File: src/rtl/my_mux_rr.sv
// N-channel, W-bit registered multiplexer with valid/ready handshakes.
// Arbitration is either a fixed select or a round-robin scan that starts at ptr.
module my_mux_rr #(
    parameter int WIDTH    = 16,
    parameter int CHANNELS = 4,
    localparam int SW      = (CHANNELS > 1) ? $clog2(CHANNELS) : 1
) (
    input  logic                      clk,
    input  logic                      reset,
    input  logic [CHANNELS-1:0]       in_valid,
    input  logic [CHANNELS*WIDTH-1:0] in_data,
    output logic [CHANNELS-1:0]       in_ready,
    input  logic                      mode,
    input  logic [SW-1:0]             sel,
    output logic                      out_valid,
    input  logic                      out_ready,
    output logic [WIDTH-1:0]          out_data,
    output logic [SW-1:0]             out_chan
);

    logic [SW-1:0]    ptr;
    logic [SW-1:0]    gidx;
    logic [WIDTH-1:0] gdata;
    logic             hit;
    logic             load;
    int               bestd;

    // Distance of channel i from the round-robin start point.
    function automatic int scan_dist(input int i, input logic [SW-1:0] p);
        return (i + CHANNELS - (int'(p) % CHANNELS)) % CHANNELS;
    endfunction

    assign load = !out_valid || out_ready;

    // The valid channel nearest to ptr in scan order wins; ties cannot occur.
    always_comb begin
        hit   = 1'b0;
        gidx  = '0;
        gdata = '0;
        bestd = CHANNELS;
        for (int i = 0; i < CHANNELS; i++) begin
            if (mode) begin
                if (in_valid[i] && (scan_dist(i, ptr) < bestd)) begin
                    bestd = scan_dist(i, ptr);
                    hit   = 1'b1;
                    gidx  = SW'(i);
                    gdata = in_data[i*WIDTH +: WIDTH];
                end
            end else if (in_valid[i] && (sel == SW'(i))) begin
                hit   = 1'b1;
                gidx  = SW'(i);
                gdata = in_data[i*WIDTH +: WIDTH];
            end
        end
    end

    always_comb begin
        in_ready = '0;
        for (int i = 0; i < CHANNELS; i++) begin
            in_ready[i] = !reset && load && hit && (gidx == SW'(i));
        end
    end

    // Output register and round-robin pointer advance together on a transfer.
    always_ff @(posedge clk or posedge reset) begin
        if (reset) begin
            out_valid <= 1'b0;
            out_data  <= '0;
            out_chan  <= '0;
            ptr       <= '0;
        end else if (load) begin
            if (hit) begin
                out_valid <= 1'b1;
                out_data  <= gdata;
                out_chan  <= gidx;
                ptr       <= (gidx == SW'(CHANNELS-1)) ? '0 : gidx + 1'b1;
            end else begin
                out_valid <= 1'b0;
            end
        end
    end

endmodule

File: config.mk
export PLATFORM = sky130hd
export DESIGN_NAME = my_mux_rr
export DESIGN_NICKNAME = d
export VERILOG_FILES = /design/src/rtl/my_mux_rr.sv
export SDC_FILE = /design/constraint.sdc
export NUM_CORES = 1
export LEC_CHECK = 0
export BUFFER_PORTS_ARGS = -buffer_cell sky130_fd_sc_hd__buf_2
export CORE_MARGIN = 2
export CORE_UTILIZATION = 40
export CTS_BUF_LIST = sky130_fd_sc_hd__clkbuf_8 sky130_fd_sc_hd__clkbuf_16
export DETAILED_ROUTE_END_ITERATION = 6
export PLACE_DENSITY = 0.67
export RECOVER_POWER = 100
export SETUP_SLACK_MARGIN = 0.5
export SLEW_MARGIN = 20
export SYNTH_ARGS = -nofsm -noshare
export SYNTH_HDL_FRONTEND = slang
export SYNTH_SLANG_ARGS = --single-unit
File: constraint.sdc
create_clock -name clk -period 15.2 [get_ports clk]
set_input_delay 3.04 -clock clk [delete_from_list [all_inputs] [get_ports clk]]
set_output_delay 3.04 -clock clk [all_outputs]
set_load 0.01 [all_outputs]
======== Word level (Yosys, flattened, before mapping) ========
Index checks and enable logic that the tools add are counted.
storage, ports and cells
  flip-flop bits (word level) ............. 21
  output and inout port bits .............. 23
  word-level logic and storage cells ...... 88
cells by class
  magnitude comparators ................... 4
  reductions and logical operators ........ 24
  bitwise operators ....................... 4
  add/sub/neg operators ................... 5
  equality and inequality tests ........... 6
  multiplexer cells ....................... 41
operator list
  operator             count
  $mux 16              12
  $mux 32              6
  $lt 3x32->1          3
  $mux 2               8
  $sub 3x2->4 const A  4
  $mux 1               15
  $logic_and 1x1->1    14
  $eq 2x2->1 const B   4
  $reduce_or 2->1      4
  $and 1x1->1          4
  $eq 2x1->1 const B   2
  $logic_not 2->1      2
  $lt 3x4->1 const B   1
  $add 2x1->2 const B  1
  $logic_not 1->1      2
  $reduce_and 2->1     1
  $logic_or 1x1->1     1

======== Depth between registers and ports, before layout ========
  depth in word-level cells ............... 21
  depth in mapped cells ................... 23

======== Least setup slack after synthesis ========
OpenSTA, ideal clock, no wires.
  path kind ............................... input -> output
  start ................................... input mode
  end ..................................... output in_ready[0]
  arrival time ............................ 7606 ps
  setup slack ............................. 4554 ps
  cell stages on the path ................. 22
  cell sequence ........................... buf_2 -> inv_1 -> or3_1 -> ha_1 -> nand3b_1 -> nand4_1 -> clkbuf_1 -> a32o_1 -> ha_1 -> o221ai_1 -> a21oi_1 -> nor2_1 -> o21ai_0 -> nand2_1 -> ha_1 -> a211oi_1 -> a22oi_4 -> a211oi_2 -> or3_4 -> inv_1 -> ha_1 -> and3_1
between the ends
  cells in the longest elaborated chain, start to end .. 15
ends and longest elaborated chain
  what                   RTL line  source
  from (decl)            13        input logic mode,
  $mux 32                42        if (mode) begin
  $lt 3x32->1            43        if (in_valid[i] && (scan_dist(i, ptr) < bestd)) begin
  $logic_and 1x1->1      43
  $mux 32                43
  $mux 32                42
  $lt 3x32->1            43
  $logic_and 1x1->1      43
  $mux 32                43
  $mux 32                42
  $lt 3x32->1            43
  $logic_and 1x1->1      43
  $mux 2                 43
  $mux 2 (*)             42
  named net gidx[0]      22        logic [SW-1:0] gidx;
  $logic_not 2->1 (*)    60        in_ready[i] = !reset && load && hit && (gidx == SW'(i));
  $logic_and 1x1->1 (*)  60
  to (decl)              12        output logic [CHANNELS-1:0] in_ready,
The timed path passes the listed nets; every way through them passes the cells marked *.

======== Worst setup path in the final report ========
  start ................................... input mode
  end ..................................... output in_ready[2]
between the ends
  cells in the longest elaborated chain, start to end .. 15
ends and longest elaborated chain
  what                   RTL line
  $mux 32                42
  $lt 3x32->1            43
  $logic_and 1x1->1      43
  $mux 32                43
  $mux 32                42
  $lt 3x32->1            43
  $logic_and 1x1->1      43
  $mux 32                43
  $mux 32                42
  $lt 3x32->1            43
  $logic_and 1x1->1      43
  $mux 2                 43
  $mux 2 (*)             42
  named net gidx[0]      22
  $eq 2x2->1 (*)         60
  $logic_and 1x1->1 (*)  60
Marked as above.

==> results.cfg <==
[timing]
clock_skew_ns = 0.000965
period_needed_ns = 12.68
worst_slew_pin_slew_ns = 1.88
hold_slack_ns = 0.521
fmax_ghz = 0.0789
rsz0062_at_grt = false
hold_viol_final = 0
fin_crit_sh_pct = 83.4
timing.final.ws_setup_ns = 2.52
tns_ns = 0
max_slew_margin_pct = -25.5
setup_viol = 0
slew_viol_final = 35

[synthesis]
ys_types = 45
ys.flop_type = dfrtp_1
synth.area.mux_share_pct = 7.50
synth-seq-area-share_pct = 20.4
postSynthCellCount = 294
synth-seq-cells = 21
syn_area_per_cell_sq_um = 8.74
yosysMostFrequentCell = inv_1
synthDominantCellAreaShare_pct = 20.4
ys_warn_count = 0
synthTopCellsByCount = inv_1 (58), a221oi_1 (28), dfrtp_1 (21)
synth-async-reset-ratio_pct = 100
synth_fa_ha_area_share_pct = 3.41
syn_nets = 375
synth_area_leaders = dfrtp_1 (20%), a221oi_2 (12%), a221oi_1 (9.5%)
synth_edf_count = 0
synth_area_sq_um = 2570
synth_top_family_by_area = compound AO/OA/AOI/OAI gates
synth-compound-area-share_pct = 41.3
yosys.area_share.simple_pct = 12.9
synthXorXnorAreaFrac_pct = 0.341
yosysTopAreaCell = dfrtp_1

[critical_path]
cp_common_cell = ha_1
end_kind = output pin
crit_start = mode
ff2ff_path_depth = 20
r2r_start = ptr[0]
critPathLaunchType = primary input
cp_data_arrival_time_ns = 9.64
path_cells = clkbuf_1 > inv_1 > or3_1 > ha_1 > nand3b_1 > nand4_1 > clkbuf_1 > a32o_1 > ha_1 > o221ai_1 > a21oi_1 > nor2_1 > o21ai_0 > nand2_1 > ha_1 > a211oi_1 > a22oi_4 > a211oi_1 > buf_4 > or3_1 > inv_1 > ha_1 > and3_1 > clkbuf_1
criticalPathCategory = in -> out
crit_required_ns = 12.16
cpLargestDelayFamily = buffers and inverters
slowest_delay_ns = 1.36
cp_num_cells = 24
crit_buf_inv = 6
worst_path_max_delay_cell = clkbuf_1
path_max_fanout = 34

[min_path]
holdPathStages = 2
min_path_type = reg -> reg
min_from = out_data[1]

[finish]
num-fill-cells = 633
drive_gt1_share_pct = 28.8
area_delta_synth_final_pct = 18.8
n_antenna_cell = 0
fin_nets = 457

[cts]
cts_root_buf = clkbuf_8
cts_hold_buf = 0
clk_pin_slew_ns = 0.07
htreeDepth = 1
clk_latency_ns = 0.25
cts_setup_buffers = 0
cts_buffer_depth = 2
clkSinkCount = 21
cts_resized = 0
cts_tree = built
cts_buffers = 3

[power_and_ir_drop]
power_density_nw_per_um2 = 120
ir_drop_v = 0.0000623
leakagePower_nw = 1.48

[global_route]
grt_use_total_pct = 22.9
grt_pass1_vias = 2649
grt_pass1_wl_um = 13400
grt_overflow_total = 0
antenna_found_initial = 0
grt_max_degree = 35

[detailed_routing]
wirelength_um = 8320
vias = 2789
first_pass_iters = 6
drc_errors = 0
viasPerCell = 6.17
ant_nets = 0
drtIter0Drc = 352
wl_per_cell_um = 18.4

[floorplanning]
pin_count = 97
initial_core_util_pct = 40.9
num_rows = 29
die_w_um = 84.2
core_sq_um = 6280
dieHeight_um = 84.2
dieArea_sq_um = 7080

[place]
place_congestion = 0.920
dpl.hpwl_um = 5960
numPortBuffers = 96
place_ws_ns = 4.10

[status]
status = finished with violations
violations = max-capacitance violations, max-slew violations

[flow_run]
cap_violations = 1
## cell families after synthesis
family	count (synthesis)
XOR/XNOR	1
flip-flops	21
multiplexers	19
AO/OA/AOI/OAI	105
AND/OR/NAND/NOR	59
adder cells (fa/ha/maj)	7
buffers and inverters	82
## sequential cells by signal, indices dropped and copies added (netlist names)
name and count:
out_valid 1, ptr 2, out_chan 2, out_data 16
## final cells by class
cell class | count | area, sq um | area share, %
timing repair buffer | 101 | 482 | 15.8
clock inverter | 1 | 3.75 | 0.123
multi-input combinational | 191 | 1690 | 55.2
tap | 77 | 96.3 | 3.16
sequential | 21 | 526 | 17.2
clock buffer | 3 | 41.3 | 1.35
inverter | 58 | 218 | 7.13
## power breakdown
group	total (mW)	switching, mW	internal [mW]
Combinational	0.236	0.143	0.0931
Sequential	0.0954	0.0155	0.0799
Clock	0.0345	0.0166	0.0179
Total	0.366	0.175	0.191
## tightest hold or removal path: stages (launching register included)
cell and delay, ns:
dfrtp_1 0.38, inv_1 0.05, mux2i_1 0.05
## layer usage
layer	GRT usage [%]	share of wire [%]
met3	1.47	7.8
met4	7.33	1.2
met1	33.2	44
met5	0	0
met2	36.3	47
## placed cells by master (no fill, tap or decap), types with 2 or more instances in the layout
cell      count
or3_1         3
a222oi_1     16
a32oi_1      16
nor2_1        4
buf_4         3
o21ai_0       5
o221ai_1      2
mux2i_1      17
a221oi_1     28
dfrtp_1      21
nand3b_1      2
a221oi_2     20
clkbuf_8      3
buf_2        73
a21oi_1       5
a211oi_1      3
and3_1        4
nand2_1      20
and2_1       16
inv_1        59
mux2_2        2
ha_1          7
nor2b_1       2
clkbuf_1     25
## per-stage QoR
stage	power (mW)	instances	utilization, %	instance area [sq um]
global placement	0.335	448	48.6	3050
detailed placement	0.338	448	48.6	3050
CTS	0.373	452	49.3	3100
global route	0.397	452	48.6	3050
floorplan	0.270	294	-	2570
finish	0.366	452	48.6	3050
## worst paths after layout
check                               endpoint  slack [ns]
worst max register to register  out_data[15]        8.01
worst max-delay path             in_ready[2]        2.52
worst min register to register   out_data[1]        0.52
worst min-delay path             out_data[1]        0.52
min in group asynchronous        out_data[0]        2.96
max in group asynchronous             ptr[1]       11.72
No activity file was read; power rests on OpenSTA's default activity.
